`src/rtl/pe_job_scheduler.sv`:
```
// Job sequencer for the convolution PE: queues descriptors, launches each job,
// drains the PE output buffer into a last-tagged valid/ready stream, then retires it.
module pe_job_scheduler #(
  parameter int FILT_ADDR_LEN = 4,
  parameter int IF_ADDR_LEN   = 4,
  parameter int OUT_W         = 32,
  parameter int CNT_W         = 8,
  parameter int JOB_DEPTH     = 4,
  parameter int TIMEOUT       = 1024
) (
  input  logic                     clk,
  input  logic                     rst,
  input  logic                     job_valid,
  output logic                     job_ready,
  input  logic [FILT_ADDR_LEN-1:0] job_filt_len,
  input  logic [IF_ADDR_LEN-1:0]   job_stride_len,
  input  logic [1:0]               job_mod,
  input  logic                     job_acc,
  input  logic [CNT_W-1:0]         job_out_count,
  output logic                     pe_start,
  output logic [FILT_ADDR_LEN-1:0] pe_filt_len,
  output logic [IF_ADDR_LEN-1:0]   pe_stride_len,
  output logic [1:0]               pe_calc_mod,
  output logic                     pe_just_add_flag,
  input  logic                     pe_outbuf_empty,
  output logic                     pe_outbuf_ren,
  input  logic [OUT_W-1:0]         pe_outbuf_dout,
  output logic                     res_valid,
  input  logic                     res_ready,
  output logic [OUT_W-1:0]         res_data,
  output logic                     res_last,
  output logic                     busy,
  output logic                     timeout_err,
  output logic [15:0]              jobs_done
);

  localparam int PTR_W = (JOB_DEPTH > 1) ? $clog2(JOB_DEPTH) : 1;
  localparam int WD_W  = $clog2(TIMEOUT + 1);
  localparam logic [PTR_W:0]  PTR_ONE = 1;
  localparam logic [WD_W-1:0] WD_ONE  = 1;
  localparam logic [WD_W-1:0] WD_LAST = WD_W'(TIMEOUT - 1);
  localparam logic [CNT_W-1:0] CNT_ONE = 1;

  typedef enum logic [1:0] {S_IDLE, S_LAUNCH, S_RUN, S_FLUSH} state_e;

  typedef struct packed {
    logic [FILT_ADDR_LEN-1:0] filt_len;
    logic [IF_ADDR_LEN-1:0]   stride_len;
    logic [1:0]               calc_mod;
    logic                     just_add;
    logic [CNT_W-1:0]         out_count;
  } job_t;

  state_e state_q, state_d;

  // Job queue: pointers carry one extra wrap bit to tell full from empty.
  job_t             mem_q [JOB_DEPTH];
  logic [PTR_W:0]   wr_ptr_q, wr_ptr_d, rd_ptr_q, rd_ptr_d;
  logic             q_empty, q_full, push, pop;
  job_t             head, wr_job;

  logic [FILT_ADDR_LEN-1:0] filt_q, filt_d;
  logic [IF_ADDR_LEN-1:0]   stride_q, stride_d;
  logic [1:0]               mod_q, mod_d;
  logic                     acc_q, acc_d;
  logic [CNT_W-1:0]         remaining_q, remaining_d;
  logic                     rd_pend_q, rd_pend_d;
  logic                     res_valid_q, res_valid_d;
  logic [OUT_W-1:0]         res_data_q, res_data_d;
  logic                     res_last_q, res_last_d;
  logic [WD_W-1:0]          wdog_q, wdog_d;
  logic                     timeout_err_q, timeout_err_d;
  logic [15:0]              jobs_done_q, jobs_done_d;

  logic accept, last_accept, wdog_expire;

  assign q_empty = (wr_ptr_q == rd_ptr_q);
  assign q_full  = (wr_ptr_q[PTR_W-1:0] == rd_ptr_q[PTR_W-1:0]) &&
                   (wr_ptr_q[PTR_W] != rd_ptr_q[PTR_W]);
  assign head    = mem_q[rd_ptr_q[PTR_W-1:0]];

  // A pop in the same cycle frees the slot, so a full queue can still take a push.
  assign job_ready = !q_full || pop;
  assign push      = job_valid && job_ready;

  always_comb begin
    wr_job            = '0;
    wr_job.filt_len   = job_filt_len;
    wr_job.stride_len = job_stride_len;
    wr_job.calc_mod   = job_mod;
    wr_job.just_add   = job_acc;
    wr_job.out_count  = job_out_count;
  end

  // NOTE: the descriptor array has no reset; the pointers alone decide which slots are live.
  always_ff @(posedge clk) begin
    if (push) begin
      mem_q[wr_ptr_q[PTR_W-1:0]] <= wr_job;
    end
  end

  assign accept      = res_valid_q && res_ready;
  assign last_accept = (state_q == S_RUN) && accept && res_last_q;
  // A completed job wins over a watchdog expiry landing on the same cycle.
  assign wdog_expire = (state_q == S_RUN) && !pe_outbuf_ren && (wdog_q == WD_LAST) &&
                       !last_accept;

  // State register.
  // NOTE: sequential state uses non-blocking assignments so every flop samples pre-edge values.
  always_ff @(posedge clk) begin
    if (rst) begin
      state_q <= S_IDLE;
    end else begin
      state_q <= state_d;
    end
  end

  // Next-state logic.
  // NOTE: every combinational output gets a default first, so no path can infer a latch.
  always_comb begin
    state_d = state_q;
    unique case (state_q)
      S_IDLE:   if (!q_empty) state_d = S_LAUNCH;
      S_LAUNCH: state_d = (remaining_q == '0) ? S_FLUSH : S_RUN;
      S_RUN: begin
        if (last_accept)      state_d = S_FLUSH;
        else if (wdog_expire) state_d = S_IDLE;
      end
      S_FLUSH:  state_d = S_IDLE;
      default:  state_d = S_IDLE;
    endcase
  end

  // FSM outputs.
  always_comb begin
    pop           = 1'b0;
    pe_start      = 1'b0;
    pe_outbuf_ren = 1'b0;
    unique case (state_q)
      S_IDLE:   pop = !q_empty;
      S_LAUNCH: pe_start = 1'b1;
      S_RUN:    pe_outbuf_ren = !pe_outbuf_empty && !rd_pend_q &&
                                (!res_valid_q || res_ready) && (remaining_q != '0);
      default:  ;
    endcase
  end

  // Datapath next-state: queue pointers, held config, read pipeline, watchdog.
  always_comb begin
    wr_ptr_d      = wr_ptr_q;
    rd_ptr_d      = rd_ptr_q;
    filt_d        = filt_q;
    stride_d      = stride_q;
    mod_d         = mod_q;
    acc_d         = acc_q;
    remaining_d   = remaining_q;
    rd_pend_d     = pe_outbuf_ren;
    res_valid_d   = res_valid_q;
    res_data_d    = res_data_q;
    res_last_d    = res_last_q;
    wdog_d        = '0;
    timeout_err_d = timeout_err_q || wdog_expire;
    jobs_done_d   = jobs_done_q;

    if (push) wr_ptr_d = wr_ptr_q + PTR_ONE;

    if (pop) begin
      rd_ptr_d    = rd_ptr_q + PTR_ONE;
      filt_d      = head.filt_len;
      stride_d    = head.stride_len;
      mod_d       = head.calc_mod;
      acc_d       = head.just_add;
      remaining_d = head.out_count;
    end

    if (state_q == S_RUN && !pe_outbuf_ren) wdog_d = wdog_q + WD_ONE;

    // Word read last cycle is on pe_outbuf_dout now.
    if (rd_pend_q) begin
      res_data_d  = pe_outbuf_dout;
      res_valid_d = 1'b1;
      res_last_d  = (remaining_q == CNT_ONE);
      remaining_d = remaining_q - CNT_ONE;
    end else if (accept) begin
      res_valid_d = 1'b0;
      res_last_d  = 1'b0;
    end

    if (wdog_expire) begin
      res_valid_d = 1'b0;
      res_last_d  = 1'b0;
      rd_pend_d   = 1'b0;
      remaining_d = '0;
      wdog_d      = '0;
    end

    if (state_q == S_FLUSH) jobs_done_d = jobs_done_q + 16'd1;
  end

  always_ff @(posedge clk) begin
    if (rst) begin
      wr_ptr_q      <= '0;
      rd_ptr_q      <= '0;
      filt_q        <= '0;
      stride_q      <= '0;
      mod_q         <= '0;
      acc_q         <= 1'b0;
      remaining_q   <= '0;
      rd_pend_q     <= 1'b0;
      res_valid_q   <= 1'b0;
      res_data_q    <= '0;
      res_last_q    <= 1'b0;
      wdog_q        <= '0;
      timeout_err_q <= 1'b0;
      jobs_done_q   <= '0;
    end else begin
      wr_ptr_q      <= wr_ptr_d;
      rd_ptr_q      <= rd_ptr_d;
      filt_q        <= filt_d;
      stride_q      <= stride_d;
      mod_q         <= mod_d;
      acc_q         <= acc_d;
      remaining_q   <= remaining_d;
      rd_pend_q     <= rd_pend_d;
      res_valid_q   <= res_valid_d;
      res_data_q    <= res_data_d;
      res_last_q    <= res_last_d;
      wdog_q        <= wdog_d;
      timeout_err_q <= timeout_err_d;
      jobs_done_q   <= jobs_done_d;
    end
  end

  assign pe_filt_len      = filt_q;
  assign pe_stride_len    = stride_q;
  assign pe_calc_mod      = mod_q;
  assign pe_just_add_flag = acc_q;
  assign res_valid        = res_valid_q;
  assign res_data         = res_data_q;
  assign res_last         = res_last_q;
  assign timeout_err      = timeout_err_q;
  assign jobs_done        = jobs_done_q;
  assign busy             = (state_q != S_IDLE) || !q_empty;

endmodule
```
`config.mk`:
```
export PLATFORM = sky130hd
export DESIGN_NAME = pe_job_scheduler
export DESIGN_NICKNAME = d
export VERILOG_FILES = /design/src/rtl/pe_job_scheduler.sv
export SDC_FILE = /design/constraint.sdc
export NUM_CORES = 1
export LEC_CHECK = 0
export BUFFER_PORTS_ARGS = -buffer_cell sky130_fd_sc_hd__buf_2
export CAP_MARGIN = 20
export CORE_MARGIN = 3
export CORE_UTILIZATION = 45
export CTS_CLUSTER_DIAMETER = 50
export DETAILED_ROUTE_END_ITERATION = 7
export PLACE_DENSITY = 0.74
export SYNTH_ARGS = -nofsm -noshare
export SYNTH_HDL_FRONTEND = slang
export SYNTH_SLANG_ARGS = --single-unit
```
`constraint.sdc`:
```
create_clock -name clk -period 2.6 [get_ports clk]
set_clock_uncertainty 0.2 [all_clocks]
set_input_delay 0.26 -clock clk [delete_from_list [all_inputs] [get_ports clk]]
set_output_delay 0.26 -clock clk [all_outputs]
set_load 0.02 [all_outputs]
```
### Yosys cells after proc, flatten, opt, wreduce, memory -nomap -nowiden

Memory sizes are Yosys's and may differ from the RTL's. A register that Yosys moved wholly into a read port is not among the register bits.
Cells that the tools add are included.

| operators by class | value |
|---|---|
| reductions and logical operators | 31 |
| mux-type cells | 17 |
| equal/unequal tests | 10 |
| $add $sub $neg | 5 |
| bitwise operators | 1 |

Operators by type and width:

| cell | count |
|---|---|
| 16-bit by 1-bit adder with 16-bit output, second input constant | 1 |
| 8-bit two-way mux | 2 |
| 11-bit by 1-bit adder with 11-bit output, second input constant | 1 |
| 11-bit by 10-bit equality test with 1-bit output, second input constant | 1 |
| 1-bit logical AND | 11 |
| 2-bit two-way mux | 5 |
| 1-bit two-way mux | 9 |
| 8-bit by 1-bit equality test with 1-bit output, second input constant | 1 |
| 8-bit zero test | 1 |
| 2-bit case mux with 4 select lines | 1 |
| 8-bit nonzero test | 1 |
| 8-bit by 1-bit subtractor with 8-bit output, second input constant | 1 |
| 1-bit zero test | 7 |
| 3-bit by 1-bit adder with 3-bit output, second input constant | 2 |
| 2-bit nonzero test | 3 |
| 2-bit equality test, second input constant | 2 |
| 1-bit logical OR | 4 |
| 3-bit equality test | 1 |
| 3-bit != test, second input constant | 1 |
| 3-bit OR reduction | 1 |
| 2-bit by 1-bit equality test with 1-bit output, second input constant | 1 |
| 2-bit equality test | 1 |
| 2-bit zero test | 1 |
| 2-bit != test, second input constant | 1 |
| other kinds (4) | 4 |

| word-level totals | value |
|---|---|
| register bits after elaboration | 90 |
| memories kept | 1 |
| bits in writable memories | 76 |
| output and inout bits | 66 |
| bits of input ports | 56 |

Memories:

| name | words | width | rd ports | clocked after memory_dff | wr ports | line | RTL |
|---|---|---|---|---|---|---|---|
| mem_q | 4 | 19 | 1 | 1 | 1 | 57 | `job_t mem_q [JOB_DEPTH];` |

### Longest topological paths before layout

Gate-level depths: netlist of run 1.

| logic depth | value |
|---|---|
| depth in word-level cells | 12 |
| mapped depth | 7 |

### Worst setup path after synthesis of run 1

Ideal clock, no wire load.

| timing path | value |
|---|---|
| kind | reg-to-reg |
| from | register wr_ptr_q[0] |
| to | memory mem_q[3][0] in the netlist's numbering (enable) |
| data required time | 2.022 ns |
| library setup time | 0.378 ns |
| arrival time | 1.619 ns |
| cell stages (with the launch flop) | 4 |
| path slack | 0.403 ns |
| cell sequence | dfxtp_1 -> xor2_1 -> o41a_1 -> and2_1 |

| between the ends | value |
|---|---|
| longest elaborated chain between the ends | 7 |
| elaborated cells on any way between the ends | 10 |

RTL lines:

| what | line | RTL |
|---|---|---|
| start: declaration | 58 | `logic [PTR_W:0] wr_ptr_q, wr_ptr_d, rd_ptr_q, rd_ptr_d;` |
| start signal: assignment | 217 | `wr_ptr_q <= wr_ptr_d;` |
| 3-bit equality test or 2-bit equality test (tied branches) | 77, 78 |  |
| 1-bit zero test or 1-bit logical AND (tied branches) | 140, 78 |  |
| 1-bit two-way mux or 1-bit zero test (tied branches) | 139, 83 |  |
| 1-bit logical OR | 83 | `assign job_ready = !q_full \|\| pop;` |
| 1-bit logical AND | 84 | `assign push = job_valid && job_ready;` |
| 1-bit two-way mux | 97 | `if (push) begin` |
| 1-bit two-way mux (implied by the code) | 98 | `mem_q[wr_ptr_q[PTR_W-1:0]] <= wr_job;` |
| end: declaration | 57 |  |

Parallel ways exist; a longest one is shown, timed or not.

### Worst setup path after layout of run 1

| timing path | value |
|---|---|
| from | register remaining_q[2] |
| to | output port pe_outbuf_ren |

| between the ends | value |
|---|---|
| longest elaborated chain between the ends | 3 |

RTL lines:

| what | line | RTL |
|---|---|---|
| start: declaration | 66 | `logic [CNT_W-1:0] remaining_q, remaining_d;` |
| start signal: assignment | 223 | `remaining_q <= remaining_d;` |
| 8-bit nonzero test | 143 | `(!res_valid_q \|\| res_ready) && (remaining_q != '0);` |
| 1-bit logical AND | 143 |  |
| 1-bit two-way mux | 139 | `unique case (state_q)` |
| end: declaration | 26 | `output logic pe_outbuf_ren,` |

No other way between the ends.

==> results of run 1 <==
## power by group through the flow
stage	Combinational, uW	Sequential, uW	Clock, uW
floorplan	1260	3350	0
global placement	1740	3280	0
detailed placement	1780	3300	0
CTS	1850	3250	2450
global route	2070	3290	2550
finish	1900	3260	2390
## cell families (layout without fill, tap and decap cells)
logic type | count (synthesis) | count (layout) | synth area share [%]
and+or+nand+nor | 171 | 171 | 12.4
DFF | 168 | 168 | 62.0
muxes | 57 | 57 | 12.2
AOI/OAI and AO/OA | 49 | 49 | 4.91
buffers and inverters | 38 | 227 | 2.62
xor gates and xnor gates | 30 | 30 | 3.95
adders and majority gates | 10 | 10 | 1.88
## stage by stage
stage / area, um2 / util (%) / power, uW / worst slack (ns)
floorplan: 6650 / - / 4610 / 0.403
global placement: 7420 / 52.5 / 5020 / 0.445
detailed placement: 7420 / 52.5 / 5090 / 0.320
CTS: 8500 / 60.1 / 7550 / 0.0114
global route: 8520 / 60.2 / 7910 / 0.0148
finish: 8520 / 60.2 / 7540 / 0.112
## registers in the layout (all words and copies together), names as in the netlist, 2 cells and up, named ones only
register       count
wdog_q            11
pe_calc_mod        2
res_data          32
remaining_q        8
mem_q             76
state_q            2
jobs_done         16
wr_ptr_q           3
rd_ptr_q           3
pe_stride_len      4
pe_filt_len        4
## synthesized netlist by cell type (all sizes together), types with 3 or more instances
| master | count | area (um2) |
|---|---|---|
| nand3 | 9 | 45.0 |
| dfxtp | 92 | 1840 |
| ha | 10 | 125 |
| xnor2 | 13 | 114 |
| mux4 | 19 | 428 |
| nor2b | 3 | 18.8 |
| nor2 | 55 | 206 |
| o21ai | 6 | 30.0 |
| nor3 | 21 | 105 |
| inv | 11 | 41.3 |
| or4 | 4 | 33.8 |
| clkbuf | 16 | 60.1 |
| and2 | 6 | 37.5 |
| nor4 | 6 | 37.5 |
| xor2 | 17 | 149 |
| a211oi | 3 | 22.5 |
| or3 | 4 | 25.0 |
| nand4 | 9 | 56.3 |
| edfxtp | 76 | 2280 |
| a21oi | 21 | 105 |
| buf | 11 | 72.6 |
| or2 | 3 | 18.8 |
| a2111oi | 5 | 43.8 |
| o31ai | 4 | 35.0 |
| mux2i | 38 | 380 |
| nand2 | 41 | 154 |
| and3 | 3 | 18.8 |
## worst paths after layout
kind	startpoint	cells past startpoint	slack, ns	endpoint
setup / recovery	remaining_q[2]	5	0.11	pe_outbuf_ren
hold / removal	pe_outbuf_empty	4	0.03	rd_pend_q
setup reg to reg	wr_ptr_q[0]	4	0.30	remaining_q[2]
hold reg to reg	timeout_err	1	0.26	timeout_err
## cells in the final DEF, fill, tap and decap left out, types with 2 or more instances in the layout
cell type	instances
xor2_1	17
clkinvlp_4	2
nor4_1	6
nand2_1	41
dlygate4sd3_1	51
and4_1	2
or4_1	3
and3_1	3
dfxtp_1	91
clkbuf_8	2
o31ai_1	3
nand4_1	9
nor3_1	21
buf_4	12
nor2_1	55
ha_1	10
inv_6	4
edfxtp_1	76
inv_1	11
mux2i_1	38
nand2b_1	2
nor2b_1	3
a211oi_1	3
mux4_2	19
or2_2	3
clkbuf_16	18
buf_2	121
and2_1	6
o2bb2ai_1	2
a2111oi_0	5
a21oi_1	21
o21ai_0	6
or3_1	4
xnor2_1	13
nand3_1	9
## critical path: cells and delay by family (launching register included)
| family | cells | cell delay, ns |
|---|---|---|
| flops | 1 | 0.36 |
| buf+inv | 1 | 0.16 |
| simple gates | 4 | 1.08 |
## cell type report
cell class              instances  area [um2]
clock inverters                10        81.3
well taps                     180         225
fillers                      1087        5630
clock buffers                  22         487
multi-input cells             317        2350
flip-flops and latches        168        4130
repair buffers                184        1210
inverters                      11        41.3
## repair_timing
| item | in CTS | in global routing |
|---|---|---|
| hold buffers | 51 | 0 |
| endpoints found under the hold margin | 108 | 0 |
| gates resized for setup | 0 | 0 |
| setup endpoints to repair | 0 | 1 |
| setup buffers | 0 | 2 |
## per-layer routing
layer	part of all wire [%]	GRT usage, %
met1	42	22.7
met2	51	31.7
met3	4.6	5.10
met4	1.9	7.07
met5	0	0
==> summary.md, run 1 <==
| Metric | Value |
|---|---|
| Max Cap Viol | `0` |
| Synth Instances | `between 500 and 600` |
| Total global-route track usage | `approximately a fifth` |
| Final period util | `a little over nine tenths` |
| Remaining global-route overflow | `0` |
| Total Routed Length | `~15000 um` |
| Mean Syn Cell Area | `between 10 and 15 um2` |
| Mapped Area | `roughly 6600 um2` |
| Number of synthesis warnings | `0` |
| Clock buffer count from CTS | `17` |
| Startpoint Class | `flip-flop` |
| Peak supply drop | `707 uV` |
| Critical-path top delay cell | `or4_4` |
| Min Hold Slack | `~0.028 ns` |
| Ys async rst share | `0%` |
| Reg power frac | `between 40% and 50%` |
| 1st-pass router iterations | `4` |
| Final setup violation count | `0` |
| Highest clock rate | `0.402 GHz` |
| Psw | `2320 uW` |
| DR DRC count | `0` |
| Rel. slew slack | `44.3%` |
| Max-slew violation count | `0` |
| CP max FO | `6` |
| Clock Tree Buf Depth | `2` |
| Cells after DPL | `807` |
| Ports | `roughly 120` |
| N_diodes | `0` |
| Global-route wire length before repair | `approximately 24000 um` |
| Status | `complete, no violations` |
| Crit-path cells | `or4_4 > nor4b_4 > or2_2 > nor2_1 > buf_2` |
| Clock transition at the registers of the reported paths | `roughly 0.06 ns` |
| Sequential share of the synthesized area | `between 60 and 70%` |
| Final Hold Viols | `0` |
| Clock Latency Late Sink | `0.42 ns` |
| Unique masters post-synth | `45` |
| Hold Crit Class | `in -> reg` |
| Largest net degree at the start of global routing | `51` |
| Wire per inst | `about 16 um` |
| Starting Density | `a little under half` |
| DIE WIDTH | `roughly 130 um` |
| # nets final | `765` |
| # rows | `43` |
| Tmin final | `2.49 ns` |
| Clk root buf | `clkbuf_16` |
| Pwr Density | `approximately 900 nW/um2` |
| Req. time, crit path | `approximately 2.1 ns` |
| Crit Path Category | `reg -> out` |
| Detail Placement HPWL | `approximately 9500 um` |
| Vias | `about 4700` |
| Switching share of power | `30.7%` |
| Layout cells sized above 1 | `a little over a quarter` |
| Worst Path Arrival | `about 2 ns` |
| Die Span Y | `around 130 um` |
| Crit. End Element | `primary output` |
| P_int | `roughly 5200 uW` |
| Worst path max stage delay | `0.60 ns` |
| CTS sink cnt | `between 150 and 200` |
| Vias in the first global route | `about 4800` |
| Slew @ Worst Pin | `between 0.8 and 0.9 ns` |
| Initial antenna violation count | `0` |
| Post-synth EDFFs | `between 70 and 80` |
| Die area | `around 16000 um2` |
| Port Buffers | `around 120` |
| Clk network pwr share | `a little under a third` |
| Combinational power share | `approximately 25%` |
| DRT iter0 DRCs | `256` |
| Lkg Pwr | `between 0.003 and 0.004 uW` |
| Post-synth net total | `589` |
| Area delta synth->final | `28.1%` |
| Synth Flop Type | `dfxtp_1` |
| Core area | `about 14000 um2` |
| Vias per cell | `roughly 5.3` |
| Routability cong. | `approximately 0.83` |
| Unrepaired setup endpoints after global routing | `false` |
| Post-Layout Cell Count | `approximately 890` |
| CTS tree | `yes` |
| Setup_tns | `0 ns` |
| Final antenna-violating net count | `0` |
| H-tree levels | `4` |
| Seq cells post-synth | `between 150 and 200` |
No activity file was read; power rests on OpenSTA's default activity.
==> run 2: changes to the inputs <==
Settings changed: CELL_PAD_IN_SITES_DETAIL_PLACEMENT set to 0, CELL_PAD_IN_SITES_GLOBAL_PLACEMENT set to 1, CORE_UTILIZATION 45 to 44, PLACE_DENSITY 0.74 to 0.86.
==> summary.md, run 2 (synthesized netlist as in run 1, its figures left out) <==
| Metric | Value |
|---|---|
| Wire per inst | `16.8 um (was 16.4 um)` |
| Max-slew violation count | `0 (unchanged)` |
| Filler cell count | `1178 (was 1087)` |
| Vias in the first global route | `4821 (was 4771)` |
| Clk root buf | `clkbuf_16 (unchanged)` |
| Lkg Pwr | `0.00326 uW (about the same)` |
| DRT iter0 DRCs | `284 (was 256)` |
| Crit Path Category | `reg -> out (unchanged)` |
| Register Area | `4130 um2 (about the same)` |
| Hold Path Cell Cnt | `4 (unchanged)` |
| CTS tree | `yes (unchanged)` |
| # rows | `44 (was 43)` |
| Crit. End Element | `primary output (unchanged)` |
| R2R cell count | `4 (unchanged)` |
| Vias | `4716 (was 4697)` |
| Die area | `16600 um2 (was 16300 um2)` |
| Max FFs per register | `76 (unchanged)` |
| Reg2reg end | `mem_q[1][8] (was remaining_q[2])` |
| Worst Path Arrival | `2.01 ns (was 2.03 ns)` |
| Port Buffers | `121 (unchanged)` |
| Highest clock rate | `0.405 GHz (was 0.402 GHz)` |
| Starting Density | `45.4% (was 47.0%)` |
| Clock Tree Buf Depth | `2 (unchanged)` |
| Final setup violation count | `0 (unchanged)` |
| Startpoint Class | `flip-flop (unchanged)` |
| Area delta synth->final | `28.5% (was 28.1%)` |
| Unrepaired setup endpoints after global routing | `false (unchanged)` |
| # nets final | `765 (unchanged)` |
| DIE WIDTH | `129 um (was 128 um)` |
| H-tree levels | `4 (unchanged)` |
| Commonest non-fill, non-tap cells in the layout | `buf_2, dfxtp_1, edfxtp_1, nor2_1, dlygate4sd3_1 (unchanged)` |
| Routability cong. | `0.817 (was 0.827)` |
| RR Startpoint | `wr_ptr_q[1] (was wr_ptr_q[0])` |
| Total global-route track usage | `18.6% (about the same)` |
| Hold Startpoint | `res_ready (was pe_outbuf_empty)` |
| Vias per cell | `5.26 (was 5.27)` |
| Detail Placement HPWL | `9780 um (was 9530 um)` |
| Worst setup margin | `0.129 ns (was 0.112 ns)` |
| Commonest non-fill, non-tap cell in the layout | `buf_2 (unchanged)` |
| Pwr Density | `891 nW/um2 (was 886 nW/um2)` |
| N_diodes | `0 (unchanged)` |
| Max Cap Viol | `0 (unchanged)` |
| Clock transition at the registers of the reported paths | `0.06 ns (about the same)` |
| Slew @ Worst Pin | `0.783 ns (was 0.836 ns)` |
| Clock Latency Late Sink | `0.43 ns (was 0.42 ns)` |
| CTS sink cnt | `168 (unchanged)` |
| Total Routed Length | `15100 um (was 14600 um)` |
| Layout cells sized above 1 | `26.5% (was 26.8%)` |
| Peak supply drop | `741 uV (was 707 uV)` |
| Remaining global-route overflow | `0 (unchanged)` |
| R2R setup slack | `0.32 ns (was 0.30 ns)` |
| Tmin final | `2.47 ns (was 2.49 ns)` |
| Hold Crit Class | `in -> reg (unchanged)` |
| Area of the multi-input gates | `2350 um2 (unchanged)` |
| Setup_tns | `0 ns (unchanged)` |
| Final Hold Viols | `0 (unchanged)` |
| Die Span Y | `129 um (was 128 um)` |
| Req. time, crit path | `2.14 ns (about the same)` |
| DR DRC count | `0 (unchanged)` |
| 1st-pass router iterations | `5 (was 4)` |
| Pre-CTS WS | `0.343 ns (was 0.320 ns)` |
| Clock buffer count from CTS | `17 (unchanged)` |
| Ports | `122 (unchanged)` |
| Largest net degree at the start of global routing | `54 (was 51)` |
| Worst Hold Path EP | `res_valid (was rd_pend_q)` |
| Status | `complete, no violations (unchanged)` |
| Final period util | `95.1% (was 95.7%)` |
| Global-route wire length before repair | `24000 um (was 23700 um)` |
| Core area | `14600 um2 (was 14100 um2)` |
| Initial antenna violation count | `0 (unchanged)` |
| Rel. slew slack | `47.8% (was 44.3%)` |
| CP max FO | `5 (was 6)` |
| Final antenna-violating net count | `0 (unchanged)` |
-- run 2: routing by layer --
| layer | wire (um) | global-route usage [%] |
|---|---|---|
| met1 | 6280 | 22.6 |
| met2 | 7830 | 31.9 |
| met3 | 778 | 4.94 |
| met4 | 182 | 6.42 |
| met5 | 0 | 0 |
-- run 2: power by group --
part	switching, uW	internal, uW	leakage [uW]	total [uW]
Combinational	1070	840	0.00154	1910
Sequential	234	3030	0.00144	3270
Clock	1030	1400	0.000269	2430
Total	2330	5270	0.00326	7610
-- run 2: worst max path at each step --
stage                         from        endpoint  slack (ns)
floorplan              wr_ptr_q[0]     mem_q[3][0]        0.40
global placement    remaining_q[2]  remaining_q[4]        0.45
detailed placement     wr_ptr_q[1]    mem_q[2][12]        0.34
CTS                 remaining_q[2]   pe_outbuf_ren       0.008
global route        remaining_q[2]   pe_outbuf_ren        0.02
finish              remaining_q[3]   pe_outbuf_ren        0.13
-- run 2: layout make-up --
cell class | instances | share of cell area (%)
clock inverters | 8 | 0.718
well taps | 184 | 2.69
multi-input cells | 317 | 27.5
clock buffers | 24 | 6.03
flip-flops and latches | 168 | 48.3
repair buffers | 184 | 14.3
inverters | 11 | 0.483
-- run 2: stage by stage --
stage	cells	util, %	instance area (um2)	total power, uW	hold WS (ns)
floorplan	523	-	6650	4610	0.150
global placement	812	50.9	7450	5070	0.231
detailed placement	812	50.9	7450	5130	0.244
CTS	895	58.3	8530	7620	0.0276
global route	896	58.3	8540	7980	0.0585
finish	896	58.3	8540	7610	0.0482
-- run 2: timing repair --
action | in CTS | in global routing
hold buffers | 51 | 0
buffers inserted | 0 | 1
hold endpoints to repair | 108 | 0
gates resized for setup | 0 | 1
endpoints found under the setup margin | 0 | 1
-- run 2: critical path, cell delays in order, from the launching register on --
cell	delay [ns]
dfxtp_1	0.36
or4_4	0.57
nor4b_4	0.28
or2_2	0.17
nor2_1	0.05
buf_2	0.16
